`config.mk`:
```
export PLATFORM = sky130hd
export DESIGN_NAME = rnn_param_loader
export DESIGN_NICKNAME = d
export VERILOG_FILES = /design/src/rtl/rnn_param_loader.sv
export SDC_FILE = /design/constraint.sdc
export NUM_CORES = 1
export LEC_CHECK = 0
export CAP_MARGIN = 20
export CORE_MARGIN = 1.5
export CORE_UTILIZATION = 45
export DETAILED_ROUTE_END_ITERATION = 12
export PLACE_DENSITY = 0.83
export SLEW_MARGIN = 20
export SYNTH_ARGS = -nofsm -noshare
export SYNTH_HDL_FRONTEND = slang
export SYNTH_SLANG_ARGS = --single-unit
```
`constraint.sdc`:
```
create_clock -name clk -period 3.9 [get_ports clk]
set_clock_uncertainty 0.1 [all_clocks]
set_input_delay 0.39 -clock clk [delete_from_list [all_inputs] [get_ports clk]]
set_output_delay 0.39 -clock clk [all_outputs]
set_load 0.05 [all_outputs]
```
`src/rtl/rnn_param_loader.sv`:
```
// ----------------------------------------------------------------------------
// rnn_param_loader
//
// Streams RNN weights and per-inference inputs into a memory-mapped
// accelerator, kicks off an inference, polls its status register, reads the
// Q16 result back and presents it on a valid/ready output.
//
// Ports
//   clk, rst_n          clock, asynchronous active-low reset
//   load_w              pulse in IDLE: begin a 345-word weight load
//   s_valid/s_ready     input word handshake (s_data, Q16)
//   m_valid/m_ready     result handshake (m_data, Q16)
//   busy                high whenever the controller is not IDLE
//   w_loaded            a complete weight set has been written
//   err                 sticky: status polling timed out
//   bus_write/bus_read  accelerator strobes, at most one per cycle
//   bus_addr/bus_wdata  accelerator register address / write data
//   bus_rdata           accelerator read data, valid the cycle after bus_read
// ----------------------------------------------------------------------------
module rnn_param_loader #(
    parameter int MAX_POLLS = 1024
) (
    input  logic        clk,
    input  logic        rst_n,
    input  logic        load_w,
    input  logic        s_valid,
    output logic        s_ready,
    input  logic [15:0] s_data,
    output logic        m_valid,
    input  logic        m_ready,
    output logic [15:0] m_data,
    output logic        busy,
    output logic        w_loaded,
    output logic        err,
    output logic        bus_write,
    output logic        bus_read,
    output logic [31:0] bus_addr,
    output logic [31:0] bus_wdata,
    input  logic [31:0] bus_rdata
);

    localparam int                PCNT_W     = $clog2(MAX_POLLS + 1);
    localparam logic [PCNT_W-1:0] POLL_LIMIT = PCNT_W'(MAX_POLLS);
    localparam logic [8:0]        W_LAST     = 9'd344;
    localparam logic [8:0]        I_LAST     = 9'd3;

    typedef enum logic [3:0] {
        IDLE, W_LOAD, I_LOAD, START, POLL_RD, POLL_WAIT,
        RES_RD, RES_WAIT, RELEASE, OUT
    } state_t;

    state_t             r_state, w_state;
    logic [8:0]         r_cnt, w_cnt;
    logic [PCNT_W-1:0]  r_poll, w_poll;
    logic [PCNT_W-1:0]  w_poll_inc;
    logic               r_w_loaded, w_w_loaded;
    logic               r_err, w_err;
    logic               r_bus_write, w_bus_write;
    logic               r_bus_read, w_bus_read;
    logic [31:0]        r_bus_addr, w_bus_addr;
    logic [31:0]        r_bus_wdata, w_bus_wdata;
    logic [15:0]        r_m_data, w_m_data;
    logic               w_accept;
    logic               w_unused_rdata;

    // Register address for weight word n (matrix W, matrix U, bias, FC weights, FC bias)
    function automatic logic [31:0] wload_addr(input logic [8:0] n);
        if (n < 9'd64)       return 32'd2;
        else if (n < 9'd320) return 32'd3;
        else if (n < 9'd328) return 32'd4;
        else if (n < 9'd344) return 32'd5;
        else                 return 32'd6;
    endfunction

    // Upper half of the write word: {row, col} selectors for weight word n.
    // The low 8 bits of n suffice because every region offset is taken mod 256.
    function automatic logic [15:0] wload_sel(input logic [8:0] n);
        logic [7:0] m;
        if (n < 9'd64) begin
            return {4'd0, n[7:4], 4'd0, n[3:0]};
        end else if (n < 9'd320) begin
            m = n[7:0] - 8'd64;
            return {4'd0, m[7:4], 4'd0, m[3:0]};
        end else if (n < 9'd328) begin
            m = n[7:0] - 8'd64;
            return {8'd0, m};
        end else if (n < 9'd344) begin
            m = n[7:0] - 8'd72;
            return {8'd0, m};
        end else begin
            return 16'd0;
        end
    endfunction

    assign s_ready        = (r_state == W_LOAD) || (r_state == I_LOAD);
    assign w_accept       = s_valid && s_ready;
    assign w_poll_inc     = r_poll + 1'b1;
    assign w_unused_rdata = ^bus_rdata[31:16];

    // Bus strobes are registered: the values chosen here appear on the bus
    // in the cycle after the decision, i.e. one cycle after word acceptance.
    always_comb begin
        w_state     = r_state;
        w_cnt       = r_cnt;
        w_poll      = r_poll;
        w_w_loaded  = r_w_loaded;
        w_err       = r_err;
        w_bus_write = 1'b0;
        w_bus_read  = 1'b0;
        w_bus_addr  = 32'd0;
        w_bus_wdata = 32'd0;
        w_m_data    = r_m_data;

        case (r_state)
            IDLE: begin
                if (load_w) begin
                    w_state    = W_LOAD;
                    w_err      = 1'b0;
                    w_w_loaded = 1'b0;
                    w_cnt      = 9'd0;
                end else if (r_w_loaded && s_valid) begin
                    w_state = I_LOAD;
                    w_cnt   = 9'd0;
                end
            end
            W_LOAD: begin
                if (w_accept) begin
                    w_bus_write = 1'b1;
                    w_bus_addr  = wload_addr(r_cnt);
                    w_bus_wdata = {wload_sel(r_cnt), s_data};
                    if (r_cnt == W_LAST) begin
                        w_w_loaded = 1'b1;
                        w_cnt      = 9'd0;
                        w_state    = IDLE;
                    end else begin
                        w_cnt = r_cnt + 9'd1;
                    end
                end
            end
            I_LOAD: begin
                if (w_accept) begin
                    w_bus_write = 1'b1;
                    w_bus_addr  = 32'd1;
                    w_bus_wdata = {8'd0, 6'd0, r_cnt[1:0], s_data};
                    if (r_cnt == I_LAST) begin
                        w_cnt   = 9'd0;
                        w_state = START;
                    end else begin
                        w_cnt = r_cnt + 9'd1;
                    end
                end
            end
            START: begin
                // First cycle: the last input write is on the bus, queue the
                // start write. Second cycle: start write is on the bus, queue the poll.
                if (r_bus_write && (r_bus_addr == 32'd0)) begin
                    w_bus_read = 1'b1;
                    w_poll     = '0;
                    w_state    = POLL_RD;
                end else begin
                    w_bus_write = 1'b1;
                end
            end
            POLL_RD: begin
                w_state = POLL_WAIT;
            end
            POLL_WAIT: begin
                if (bus_rdata[1:0] == 2'b11) begin
                    w_bus_read = 1'b1;
                    w_bus_addr = 32'd7;
                    w_state    = RES_RD;
                end else if (w_poll_inc == POLL_LIMIT) begin
                    w_poll  = w_poll_inc;
                    w_err   = 1'b1;
                    w_state = IDLE;
                end else begin
                    w_poll     = w_poll_inc;
                    w_bus_read = 1'b1;
                    w_state    = POLL_RD;
                end
            end
            RES_RD: begin
                w_state = RES_WAIT;
            end
            RES_WAIT: begin
                w_m_data    = bus_rdata[15:0];
                w_bus_write = 1'b1;
                w_state     = RELEASE;
            end
            RELEASE: begin
                w_state = OUT;
            end
            OUT: begin
                if (m_ready) w_state = IDLE;
            end
            default: begin
                w_state = IDLE;
            end
        endcase
    end

    always_ff @(posedge clk or negedge rst_n) begin
        if (!rst_n) begin
            r_state     <= IDLE;
            r_cnt       <= 9'd0;
            r_poll      <= '0;
            r_w_loaded  <= 1'b0;
            r_err       <= 1'b0;
            r_bus_write <= 1'b0;
            r_bus_read  <= 1'b0;
            r_bus_addr  <= 32'd0;
            r_bus_wdata <= 32'd0;
            r_m_data    <= 16'd0;
        end else begin
            r_state     <= w_state;
            r_cnt       <= w_cnt;
            r_poll      <= w_poll;
            r_w_loaded  <= w_w_loaded;
            r_err       <= w_err;
            r_bus_write <= w_bus_write;
            r_bus_read  <= w_bus_read;
            r_bus_addr  <= w_bus_addr;
            r_bus_wdata <= w_bus_wdata;
            r_m_data    <= w_m_data;
        end
    end

    assign m_valid   = (r_state == OUT);
    assign busy      = (r_state != IDLE);
    assign m_data    = r_m_data;
    assign w_loaded  = r_w_loaded;
    assign err       = r_err;
    assign bus_write = r_bus_write;
    assign bus_read  = r_bus_read;
    assign bus_addr  = r_bus_addr;
    assign bus_wdata = r_bus_wdata;

endmodule

```
=== After elaboration in Yosys (flattened, before gate mapping) ===
Cells that the tools add are included.

* Output and inout port bits: 87
* Word-level logic and storage cells: 108
* Register bits: 108

* Reductions and logical operators: 17
* Muxes and demuxes: 50
* $lt $le $gt $ge: 4
* Add/sub/neg operators: 4
* Equal/unequal tests: 23

{| class="wikitable"
|+ Operators by type and width
! cell !! number
|-
| 28-bit one-hot mux with 2 select lines || 1
|-
| 9-bit two-way mux || 6
|-
| 4-bit one-hot mux with 10 select lines || 1
|-
| 32-bit logical NOT || 1
|-
| 4-bit two-way mux || 8
|-
| 28-bit two-way mux || 1
|-
| 9-bit < comparator (second input constant) || 3
|-
| 9-bit one-hot mux with 3 select lines || 1
|-
| 12-bit two-way mux || 2
|-
| 11-bit two-way mux || 2
|-
| 11-bit one-hot mux with 2 select lines || 1
|-
| 18-bit two-way mux || 1
|-
| 3-bit two-way mux || 6
|-
| 4-bit by 3-bit equality test with 1-bit output (second input constant) || 4
|-
| 8-bit two-way mux || 2
|-
| 8-bit by 7-bit subtractor with 8-bit output (second input constant) || 2
|-
| 2-bit != test (second input constant) || 6
|-
| 4-bit AND reduction || 3
|-
| 11-bit by 1-bit adder with 11-bit output (second input constant) || 1
|-
| 11-bit equality test (second input constant) || 1
|-
| 1-bit two-way mux || 11
|-
| 9-bit by 1-bit adder with 9-bit output (second input constant) || 1
|-
| 9-bit by 2-bit equality test with 1-bit output (second input constant) || 1
|-
| 9-bit equality test (second input constant) || 1
|-
| other kinds (20) || 31
|}

=== Longest topological paths before layout ===
* Depth after elaboration: 7
* Mapped depth: 7
* Gate-level depth less buffers: 7

=== Worst setup path before layout ===
OpenSTA, ideal clock, no wires.

* Kind: reg-to-reg
* Start: reg r_bus_addr[1] (netlist: bus_addr[1])
* End: reg r_poll[4]
* Buffers on the path: 0
* Library setup time: 69 ps
* Period minus slack after synthesis: 2107 ps
* Setup slack: 1793 ps
* Cell stages (with the launch flop): 6
* Data required time: 3731 ps
* Arrival time: 1937 ps
* Cells stage by stage: dfrtp_1 -> nor4b_2 -> nand3_1 -> a211o_1 -> or4_1 -> nand3_1

* Word-level cells in the longest chain between the ends: 4

{| class="wikitable"
|+ Ends and longest elaborated chain
! item !! RTL line !! source
|-
| from (decl) || 60 || <nowiki>logic [31:0] r_bus_addr, w_bus_addr;</nowiki>
|-
| from (signal assigned) || 222 || <nowiki>r_bus_addr <= w_bus_addr;</nowiki>
|-
| 32-bit logical NOT || 156 || <nowiki>if (r_bus_write && (r_bus_addr == 32'd0)) begin</nowiki>
|-
| 1-bit logical AND || 156 ||
|-
| 2-bit != test (no source line) || - ||
|-
| 3-bit AND reduction (no source line) || - ||
|-
| to (signal assigned) || 217 || <nowiki>r_poll <= w_poll;</nowiki>
|-
| to (decl) || 54 || <nowiki>logic [PCNT_W-1:0] r_poll, w_poll;</nowiki>
|}

Every way passes these cells.
A chain may end at the register's enable or synchronous reset.

=== Final worst setup path ===
* Start: reg r_state[0]
* End: out s_ready

* Word-level cells in the longest chain between the ends: 2
* Elaborated cells on any way between the ends: 3
* Those cells by class: eq/ne: 2; reduce/logical: 1

{| class="wikitable"
|+ Ends and longest elaborated chain
! item !! RTL line !! source
|-
| from (decl) || 52 || <nowiki>state_t r_state, w_state;</nowiki>
|-
| from (signal assigned) || 215 || <nowiki>r_state <= w_state;</nowiki>
|-
| 4-bit by 1-bit equality test with 1-bit output or 4-bit by 2-bit equality test with 1-bit output (tied branches) || 95 || <nowiki>assign s_ready = (r_state == W_LOAD) || (r_state == I_LOAD);</nowiki>
|-
| 1-bit logical OR (*) || 95 ||
|-
| to (decl) || 27 || <nowiki>output logic s_ready,</nowiki>
|}

Mark *: on every way between the ends. The rest lies on a longest branch, timed or not.

==> impl_results.md <==
* Status: finished, final reports clean
* LEAKAGE at 2.135 nW
* Worst min path class: primary input to asynchronous set/reset pin
* Slew Viols, Final at 0
* R2r startpoint: r_state[1]$_DFFE_PN0P_
* CP startpoint: r_state[0]$_DFFE_PN0P_
* # setup viols final at 0
* Count leader, synth: dfrtp_1
* Core Util, Final at 59.74%
* Cell Chain, Critical Path: nor2b_1 -> nor2_1 -> nor2_1 -> clkdlybuf4s50_1
* Ant diodes at 0
* Area Growth Syn to Fin at 27.65%
* Final hold viol count at 0
* I/O pin cnt at 140
* Combinational share of power at 47.6%
* TritonCTS buffer count at 9
* CP startpoint kind: register
* GRT Util Overall at 19.36%
* RSZ-0062 raised after global routing: false
* Setup Buffers After CTS at 0
* Post-DR wirelength/cell at 14.32 µm
* Die footprint at 9154 µm²
* Clock Latency Late Sink at 0.35 ns
* Initial antenna violation count at 0
* Post-route minimum period at 3.064 ns
* Slew HR at 39.24%
* Core area at 8258 µm²
* Sequential-to-total area share from yosys stat at 48.56%
* Met3 Resource Use GR at 5.742%
* Syn_area_per_cell at 10.25 µm²
* M2 GR Usage at 30.81%
* Largest net degree at the start of global routing at 76
* Fraction of registers with async set/reset at 100.0%
* Reg clk slew, reported paths at 0.08 ns
* Yosys warnings at 0
* Seq cells post-synth at 75
* Synth unique cells at 54
* Total power at 3.426 mW
* Die width at 95.68 µm
* Root Driver: clkbuf_8
* First-pass GRT wire length at 13.49 mm
* Synth top area share at 48.56%
* Switching power at 1.523 mW
* Count of input and output buffers at 90
* Number of max-cap violations at 0
* Switching power share of the total at 44.45%
* Post-synth top cells: dfrtp_1, buf_4, nand2_1
* Critical path type: register to output port
* Internal power at 1.903 mW
* Clock Sinks at 75
* Critical Path Slowest Stage Cell: clkdlybuf4s50_1
* DRC Markers at 0
* Via count of the first global-routing pass at 2811
* Antenna-violating nets left at 0
* Vias at 2998
* Detailed placer's ending HPWL at 6.073 mm
* Initial DRT Pass Iterations at 4
* Post-CTS sizing at 0
* Max Clk Rate at 326.4 MHz
* Top Usage Layer GRT: met2
* H-tree depth at 3
* Clock group share of total power at 19.5%
* Worst setup EP type: output port
* DR iter-0 viols at 196
* Gate Count Post-Synth at 377
* Global placement routability congestion at 0.9041
* Initial Utilization at 46.80%
* Final wirelength at 8.234 mm
* CP dominant cell by count: nor2_1
* Power Density at 694.4 nW/µm²
* Worst-margin pin slew at 0.9114 ns
* Max FO, Critical Path at 15
* Worst Reg-to-Reg Cells at 5
* Post-synth EDFFs at 0
* Main area contributors after synthesis: dfrtp_1, buf_4, mux2_2
* Max Buffers Root-to-Sink at 2
* Top FF cell, synth: dfrtp_1
* Largest stage delay on the critical path at 0.82 ns
* Fin nets at 526
* Reg2reg setup slack at 1.49 ns
* Total negative setup slack at 0 ns
* Hold-fix buffers, CTS at 0
* Reg power frac at 32.9%
* Fin crit share at 78.57%
* # rows at 33
* IR drop worst, VDD at 432.3 µV
* Synth Cell Area at 3865 µm²
* Critical path arrival at 2.57 ns
* Vias per cell at 5.214
* FF-to-FF End: r_cnt[6]$_DFFE_PN0P_
* CTS tree: yes
* Leading area contributor after synthesis: dfrtp_1
* CP Data Required Time at 3.41 ns
* Share of cells above drive strength 1 at 9.149%
* Met1 Use GR at 24.67%
* Gr ovfl total at 0
* Die Ht at 95.68 µm
## state kept, by name, indices dropped and copies added, names as in the netlist
name,cells
r_poll,11
bus_addr,3
bus_read,1
r_state,4
bus_write,1
r_cnt,9
bus_wdata,28
err,1
m_data,16
w_loaded,1
## worst max-delay path, delay by kind of cell (launching register included)
family / cells / cell delay, ns
flops: 1 / 0.60
simple gates: 3 / 0.80
buf+inv: 1 / 0.82
## metal layers
layer	routed length, µm	vias to the layer above
met5	0	-
met4	125	0
met3	655	12
met2	4016	118
met1	3435	1438
li1	-	1430
## final cells by class
cell class,instances,area [µm²]
fill,728,3324
timing repair buffer,90,898.4
clock inverter,5,75.07
inverter,12,45.04
tap,105,131.4
sequential,75,1877
clock buffer,11,151.4
multi-input combinational,277,1755
## power groups by stage
| stage | registers [mW] | clock network, mW | logic [mW] |
|---|---|---|---|
| after floorplan | 1.55 | 0 | 0.751 |
| after global placement | 1.12 | 0 | 1.61 |
| after detailed placement | 1.14 | 0 | 1.63 |
| after CTS | 1.13 | 0.677 | 1.64 |
| after global routing | 1.15 | 0.714 | 1.74 |
| final | 1.13 | 0.667 | 1.63 |
## cell families (layout without fill, tap and decap cells)
logic type	after synthesis	count (layout)	synth area share (%)
xor+xnor	9	9	2.040
mux	19	19	5.471
other cells	1	34	0.09703
buf+inv	58	118	9.226
fa+ha+maj	8	8	2.590
simple gates	143	143	20.65
flops	75	75	48.56
compound gates	64	64	11.36
## how the worst max path moves through the flow
stage / end
6_report: s_ready
5_1_grt: s_ready
4_1_cts: s_ready
3_5_place_dp: s_ready
3_3_place_gp: s_ready
2_1_floorplan: r_poll[4]$_DFFE_PN0P_
## per-stage QoR
stage	hold WS, ns	area [µm²]	cells	setup WS (ns)
after global placement	0.3863	4707	559	1.229
after global routing	0.1387	4933	575	0.6988
after floorplan	-0.005591	3989	410	1.793
final	0.04097	4933	575	0.8358
after detailed placement	0.3945	4707	559	1.217
after CTS	0.1062	4933	575	0.8373
## cells in the final DEF (no fill, tap or decap), types with 3 or more instances in the layout
master,Yosys,routed
o21ai_0,20,20
o31ai_1,8,8
a211oi_1,5,5
nor3b_1,3,3
nor3_1,11,11
and2_1,20,20
dfrtp_1,75,75
clkdlybuf4s50_1,0,89
nand3_1,23,23
conb_1,1,34
nor2_1,22,22
xnor2_1,8,8
inv_1,12,12
nand4_1,4,4
nor2b_1,5,5
clkinv_2,0,3
clkbuf_8,0,11
or4_1,3,3
a21oi_1,13,13
mux2_2,16,16
and3_1,4,4
nand2_1,25,25
nor4_1,4,4
ha_1,8,8
nand2b_1,5,5
No activity file was read; power rests on OpenSTA's default activity.
